$ cat src/rtl/memory_loader.sv
// rtl/memory_loader.sv - bus-attached RAM with address register and streaming program loader
// Optional: MEM_ADDR_AUTOINC_EN makes an IDLE write without MI post-increment the address.
module memory_loader #(
  parameter int DATA_W = 8,
  parameter int ADDR_W = 4
) (
  input  logic              clk,
  input  logic              rst,
  input  logic              MI,
  input  logic              WE,
  input  logic [DATA_W-1:0] bus,
  output logic [DATA_W-1:0] mem_out,
  output logic [ADDR_W-1:0] addr,
  input  logic              prog_start,
  input  logic              prog_valid,
  input  logic [DATA_W-1:0] prog_data,
  input  logic              prog_last,
  output logic              prog_ready,
  output logic              busy,
  output logic              prog_done
);

  localparam int DEPTH = 2 ** ADDR_W;

  typedef enum logic [1:0] {
    S_IDLE = 2'd0,
    S_LOAD = 2'd1,
    S_DONE = 2'd2
  } state_t;

  state_t            r_state;
  logic [ADDR_W-1:0] r_addr;
  logic [ADDR_W-1:0] r_ptr;
  logic              r_prog_ready;
  logic              r_busy;
  logic              r_prog_done;
  logic [DATA_W-1:0] r_mem [DEPTH];

  logic              w_cpu_we;
  logic              w_ld_we;
  logic              w_wr_en;
  logic [ADDR_W-1:0] w_wr_addr;
  logic [DATA_W-1:0] w_wr_data;

  // prog_start wins over a CPU write issued in the same IDLE cycle
  assign w_cpu_we  = (r_state == S_IDLE) && WE && !prog_start;
  assign w_ld_we   = (r_state == S_LOAD) && prog_valid && r_prog_ready;
  assign w_wr_en   = w_cpu_we || w_ld_we;
  assign w_wr_addr = w_ld_we ? r_ptr : r_addr;
  assign w_wr_data = w_ld_we ? prog_data : bus;

  always_ff @(posedge clk) begin
    if (w_wr_en) begin
      r_mem[w_wr_addr] <= w_wr_data;
    end
  end

  always_ff @(posedge clk or negedge rst) begin
    if (!rst) begin
      r_state      <= S_IDLE;
      r_addr       <= '0;
      r_ptr        <= '0;
      r_prog_ready <= 1'b0;
      r_busy       <= 1'b0;
      r_prog_done  <= 1'b0;
    end else begin
      case (r_state)
        S_IDLE: begin
          if (prog_start) begin
            r_ptr        <= '0;
            r_state      <= S_LOAD;
            r_busy       <= 1'b1;
            r_prog_ready <= 1'b1;
          end else if (MI) begin
            r_addr <= bus[ADDR_W-1:0];
`ifdef MEM_ADDR_AUTOINC_EN
          end else if (WE) begin
            r_addr <= r_addr + 1'b1;
`endif
          end
        end
        S_LOAD: begin
          if (w_ld_we) begin
            r_ptr <= r_ptr + 1'b1;
            // the pointer wraps, so the last slot ends the load even without prog_last
            if (prog_last || (&r_ptr)) begin
              r_state      <= S_DONE;
              r_prog_ready <= 1'b0;
              r_prog_done  <= 1'b1;
            end
          end
        end
        S_DONE: begin
          r_state     <= S_IDLE;
          r_busy      <= 1'b0;
          r_prog_done <= 1'b0;
          r_addr      <= '0;
        end
        default: begin
          r_state      <= S_IDLE;
          r_busy       <= 1'b0;
          r_prog_ready <= 1'b0;
          r_prog_done  <= 1'b0;
        end
      endcase
    end
  end

  assign mem_out    = r_mem[r_addr];
  assign addr       = r_addr;
  assign prog_ready = r_prog_ready;
  assign busy       = r_busy;
  assign prog_done  = r_prog_done;

endmodule

$ cat config.mk
export PLATFORM = sky130hd
export DESIGN_NAME = memory_loader
export DESIGN_NICKNAME = d
export VERILOG_FILES = /design/src/rtl/memory_loader.sv
export SDC_FILE = /design/constraint.sdc
export NUM_CORES = 1
export LEC_CHECK = 0
export BUFFER_PORTS_ARGS = -buffer_cell sky130_fd_sc_hd__buf_2
export CAP_MARGIN = 10
export CORE_ASPECT_RATIO = 2
export CORE_MARGIN = 4
export CORE_UTILIZATION = 40
export CTS_BUF_LIST = sky130_fd_sc_hd__clkbuf_16
export CTS_CLUSTER_DIAMETER = 30
export DETAILED_ROUTE_END_ITERATION = 6
export GPL_TIMING_DRIVEN = 1
export PLACE_DENSITY = 0.55
export RECOVER_POWER = 100
export SLEW_MARGIN = 25
export SYNTH_ARGS = -nofsm -noshare
export SYNTH_HDL_FRONTEND = slang
export SYNTH_SLANG_ARGS = --single-unit
export TNS_END_PERCENT = 10
$ cat constraint.sdc
create_clock -name clk -period 4.95 [get_ports clk]
set_input_delay 0.495 -clock clk [delete_from_list [all_inputs] [get_ports clk]]
set_output_delay 0.495 -clock clk [all_outputs]
set_load 0.005 [all_outputs]
Word level (Yosys, flattened, before mapping)
Memories as Yosys holds them, arrays and structs flattened.
Cells that the tools add are included.
Widths: inputs -> output; s select.
{"block": "word_totals", "regBits": 13, "ramBits": 128, "output_inout_bits": 15, "n_memories": 1}
{"block": "op_classes", "addsub": 1, "eq_ne": 7, "muxes": 22, "n_bitwise": 3, "reduce_logical": 17}
{"memory": "r_mem", "depth": 16, "word_bits": 8, "rd": 1, "rd_clocked_by_memory_dff": 0, "write_ports": 1, "line_no": "37", "source": "logic [DATA_W-1:0] r_mem [DEPTH];"}
{"op": "$mux 4", "n": 5}
{"op": "$pmux 4 s2", "n": 2}
{"op": "$reduce_and 3->1", "n": 4}
{"op": "$mux 8", "n": 1}
{"op": "$ne 2x2->1 const B", "n": 4}
{"op": "$reduce_and 4->1", "n": 2}
{"op": "$mux 1", "n": 7}
{"op": "$mux 2", "n": 3}
{"op": "$add 4x1->4 const B", "n": 1}
{"op": "$logic_and 1x1->1", "n": 4}
{"op": "$pmux 1 s2", "n": 2}
{"op": "$pmux 2 s2", "n": 1}
{"op": "$reduce_bool 2->1", "n": 2}
{"op": "$not 1->1", "n": 3}
{"op": "$pmux 1 s3", "n": 1}
{"op": "$eq 2x1->1 const B", "n": 1}
{"op": "$eq 2x2->1 const B", "n": 1}
{"op": "$logic_not 2->1", "n": 1}
{"op": "$logic_or 1x1->1", "n": 2}
{"op": "$ne 2x1->1 const B", "n": 1}
{"op": "$reduce_and 2->1", "n": 1}
{"op": "$logic_not 1->1", "n": 1}

Logic depth before layout (Yosys ltp)
{"block": "logic_depth", "word_depth": 6, "ltp_mapped": 6, "mapped_depth_nobuf": 4}

Worst setup path after synthesis
No wires, ideal clock.
{"block": "synth_timing", "path_type": "register -> output", "start": "register r_addr[0], in the netlist addr[0]", "end": "output mem_out[0]", "arrival_ns": 1.401, "required_time_ns": 4.455, "path_slack_ns": 3.054, "stages_incl_launch_ff": 5, "path_buffers": 1, "path_cell_list": "dfrtp_1 -> buf_4 -> mux4_1 -> a22oi_1 -> nand2_1"}
{"block": "synth_via", "elab_chain_len": 1}
{"element": "start: declaration", "line_no": "32", "source": "logic [ADDR_W-1:0] r_addr;"}
{"element": "start signal: assignment", "line_no": "75", "source": "r_addr <= bus[ADDR_W-1:0];"}
{"element": "$mem_v2 16x8"}
{"element": "end: declaration", "line_no": "12", "source": "output logic [DATA_W-1:0] mem_out,"}
No other way between the ends.

Worst setup path in the final report
{"block": "layout_timing", "start": "register r_addr[0], in the netlist addr[0]", "end": "output mem_out[2]"}
Same word-level chain as after synthesis.

==> flow_metrics.tcl <==
set metrics [dict create \
    cts_resized 0 \
    area_delta_synth_final_pct 16.0 \
    grt_pass1_wl_um 20800 \
    outcome "complete, but fails checks" \
    die_w_um 94 \
    power_density_nw_per_um2 556 \
    cts_buffer_depth 2 \
    wire_per_inst_um 23.0 \
    start_util_pct 41.0 \
    first_global_vias 3541 \
    synth_nets 372 \
    cts_made_buffers 17 \
    ir_drop_mv 0.268 \
    power_w 0.00382 \
    drt-total-wl_um 13700 \
    cts.htree.levels 4 \
    min_period_ns 3.83 \
    grt_max_degree 30 \
    hp-start "bus[3]" \
    leakage_nw 2.29 \
    drt_iter0_drc 227 \
    critical_path_arrival_ns 3.34 \
    whs_ns 0.337 \
    dieArea_um2 16900 \
    syn_area_per_cell_um2 17.0 \
    clkLatencyLatePin_ns 0.41 \
    drive_gt1_share_pct 18.8 \
    reg2reg_from "addr[0]$_DFFE_PN0P_" \
    syn_inst 348 \
    maxSlewHeadroom_pct -6.05 \
    port_buffers 37 \
    yosysSeqAreaShare_pct 70.5 \
    numClockSinks 141 \
    critPathKind "flip-flop to primary output" \
    fin_setup_tns_ns 0 \
    rr_worst_depth 4 \
    fin_nets 415 \
    worstMarginPinSlew_ns 1.59 \
    finish.utilization_pct 47.6 \
    min_delay_path_depth 2 \
    final_max_slew_viol_count 30 \
    drv_cap 1 \
    register_area_um2 4170 \
    drt_drc_violations_left 0 \
    fmax_ghz 0.261 \
    hp-class "input port to flip-flop" \
    timing.rr.end "r_mem[7][6]$_DFFE_PP_" \
    grt_use_total_pct 17.1 \
    worst-endpoint-required_ns 4.45 \
    row_count 62 \
    min_to "addr[3]$_DFFE_PN0P_" \
    cts_root_buffer "clkbuf_16" \
    finalSetupViolCount 0 \
    path_clk_slew_ns 0.06 \
    critical-path-max-stage-delay_ns 1.40 \
    core_region_area_um2 14400 \
    die_h_um 180 \
    fillCellCount 1271 \
    r2r_slack_ns 1.59 \
    violations "max-capacitance violations, max-slew violations" \
    cts_tree "done" \
    viasPerCell 5.61 \
    finalHoldViolCount 0 \
    rsz0062_at_grt "false" \
    grt_antenna_before_repair 0 \
    ys_warn_count 0 \
    finalCritPeriodShare_pct 77.4 \
    postRouteAntennaNets 0 \
    ioPinCount 38 \
    post-cts-setup-buffers 0 \
    dr_total_vias 3344 \
    critical-path-slowest-cell "dfrtp_1" \
    grt_overflow 0 \
    multiInputGateArea_um2 1620 \
    yosys.cell_types.count 34 \
    first_pass_iters 5 \
    clock_skew_ns 0.00788 \
    dpl.cell_count 563 \
    n_antenna_cell 0 \
    stdcell_count 596 \
    path_max_fanout 29 \
    dp_hpwl_um 9490 \
    place_congestion 0.815 \
    cp_cell_sequence "buf_4 -> mux4_1 -> a22oi_1 -> nand2_1 -> clkbuf_1" \
    synth_area_um2 5920 \
    endpoint_kind "primary output" \
    worst_setup_path_start_kind "flip-flop" \
    synth.ff_latch_count 141 \
]
==> flip-flops by register name, indices dropped and copies added (netlist names) <==
register / count
r_ptr: 4
prog_done: 1
r_state: 2
busy: 1
prog_ready: 1
addr: 4
r_mem: 128
==> where the power goes <==
part	internal, W	switching, W	total, W
clock network	0.000749	0.000501	0.00125
logic	0.000373	0.000554	0.000927
registers	0.00149	0.000145	0.00164
total	0.00262	0.00120	0.00382
==> stage by stage <==
step / setup WS (ns) / area [µm²]
floorplan: 3.05 / 5920
global placement: 2.03 / 6300
detailed placement: 1.96 / 6310
CTS: 1.57 / 6910
global route: 0.876 / 6860
finish: 1.12 / 6860
==> cell usage after synthesis <==
cell type | count | share of area (%)
a21oi_1 | 19 | 1.6
a22o_1 | 4 | 0.59
a22oi_1 | 17 | 2.2
and2_1 | 2 | 0.21
and3_1 | 2 | 0.21
and4b_1 | 1 | 0.17
buf_1 | 4 | 0.25
buf_2 | 6 | 0.51
buf_4 | 1 | 0.13
buf_6 | 2 | 0.38
clkbuf_1 | 10 | 0.63
dfrtp_1 | 13 | 5.5
edfxtp_1 | 128 | 65
ha_1 | 1 | 0.21
inv_1 | 4 | 0.25
inv_2 | 1 | 0.063
mux4_1 | 20 | 8.9
mux4_2 | 12 | 4.6
nand2_1 | 34 | 2.2
nand3_1 | 27 | 2.3
nand4_1 | 8 | 0.85
nand4b_1 | 1 | 0.15
nor2_1 | 6 | 0.38
nor2b_1 | 9 | 0.95
nor3b_1 | 3 | 0.38
nor4_1 | 1 | 0.11
o21ai_1 | 5 | 0.42
o21bai_2 | 1 | 0.19
o2bb2ai_1 | 1 | 0.15
o31ai_1 | 1 | 0.13
o32a_1 | 1 | 0.17
o41ai_1 | 1 | 0.15
or3_1 | 1 | 0.11
or3b_1 | 1 | 0.15
==> timing repair <==
| action | in CTS | in global routing |
|---|---|---|
| setup endpoints to repair | 0 | 0 |
| hold endpoints to repair | 13 | 0 |
| hold buffers | 1 | 0 |
==> worst max-delay path, delay by kind of cell, from the launching register on <==
kind	cells	cell delay (ns)
multiplexers	1	0.58
AO/OA/AOI/OAI	1	0.27
flip-flops	1	1.40
buffers and inverters	2	0.56
AND/OR/NAND/NOR	1	0.09
==> per-layer routing <==
metal,vias up,GRT usage [%],wire (µm)
li1,1501,-,-
met1,1697,19.0,4990
met2,126,30.9,7800
met3,20,3.64,590
met4,0,6.71,306
met5,-,0,0
==> cell usage in the layout, fill, tap and decap left out, types with 13 or more instances in the layout <==
cell / instances
a21oi_1: 19
a22oi_1: 17
buf_2: 26
clkbuf_1: 18
clkbuf_16: 17
dfrtp_1: 13
edfxtp_1: 128
mux4_1: 20
nand2_1: 34
nand3_1: 27
==> how the worst max path moves through the flow <==
stage,start,endpoint
after CTS,addr[0]$_DFFE_PN0P_,mem_out[2]
final,addr[0]$_DFFE_PN0P_,mem_out[2]
after detailed placement,r_state[1]$_DFFE_PN0P_,r_mem[7][4]$_DFFE_PP_
after global placement,r_state[1]$_DFFE_PN0P_,r_mem[7][4]$_DFFE_PP_
after floorplan,addr[0]$_DFFE_PN0P_,mem_out[0]
after global routing,addr[0]$_DFFE_PN0P_,mem_out[2]
==> cell families (layout without fill, tap and decap cells) <==
group | count (synthesis) | in the layout | synth area share (%)
DFF | 141 | 141 | 70.5
and+or+nand+nor | 96 | 96 | 8.10
AOI/OAI and AO/OA | 50 | 50 | 5.56
muxes | 32 | 32 | 13.4
buffers and inverters | 28 | 84 | 2.22
adders and majority gates | 1 | 1 | 0.211
==> area by class of cell <==
| cell class | instances | share of cell area (%) |
|---|---|---|
| inverters | 5 | 0.274 |
| well taps | 192 | 3.50 |
| flip-flops and latches | 141 | 60.8 |
| clock inverters | 15 | 2.39 |
| clock buffers | 17 | 6.20 |
| repair buffers | 47 | 3.25 |
| multi-input cells | 179 | 23.6 |
Note: power is estimated with default switching activity, not from simulation.
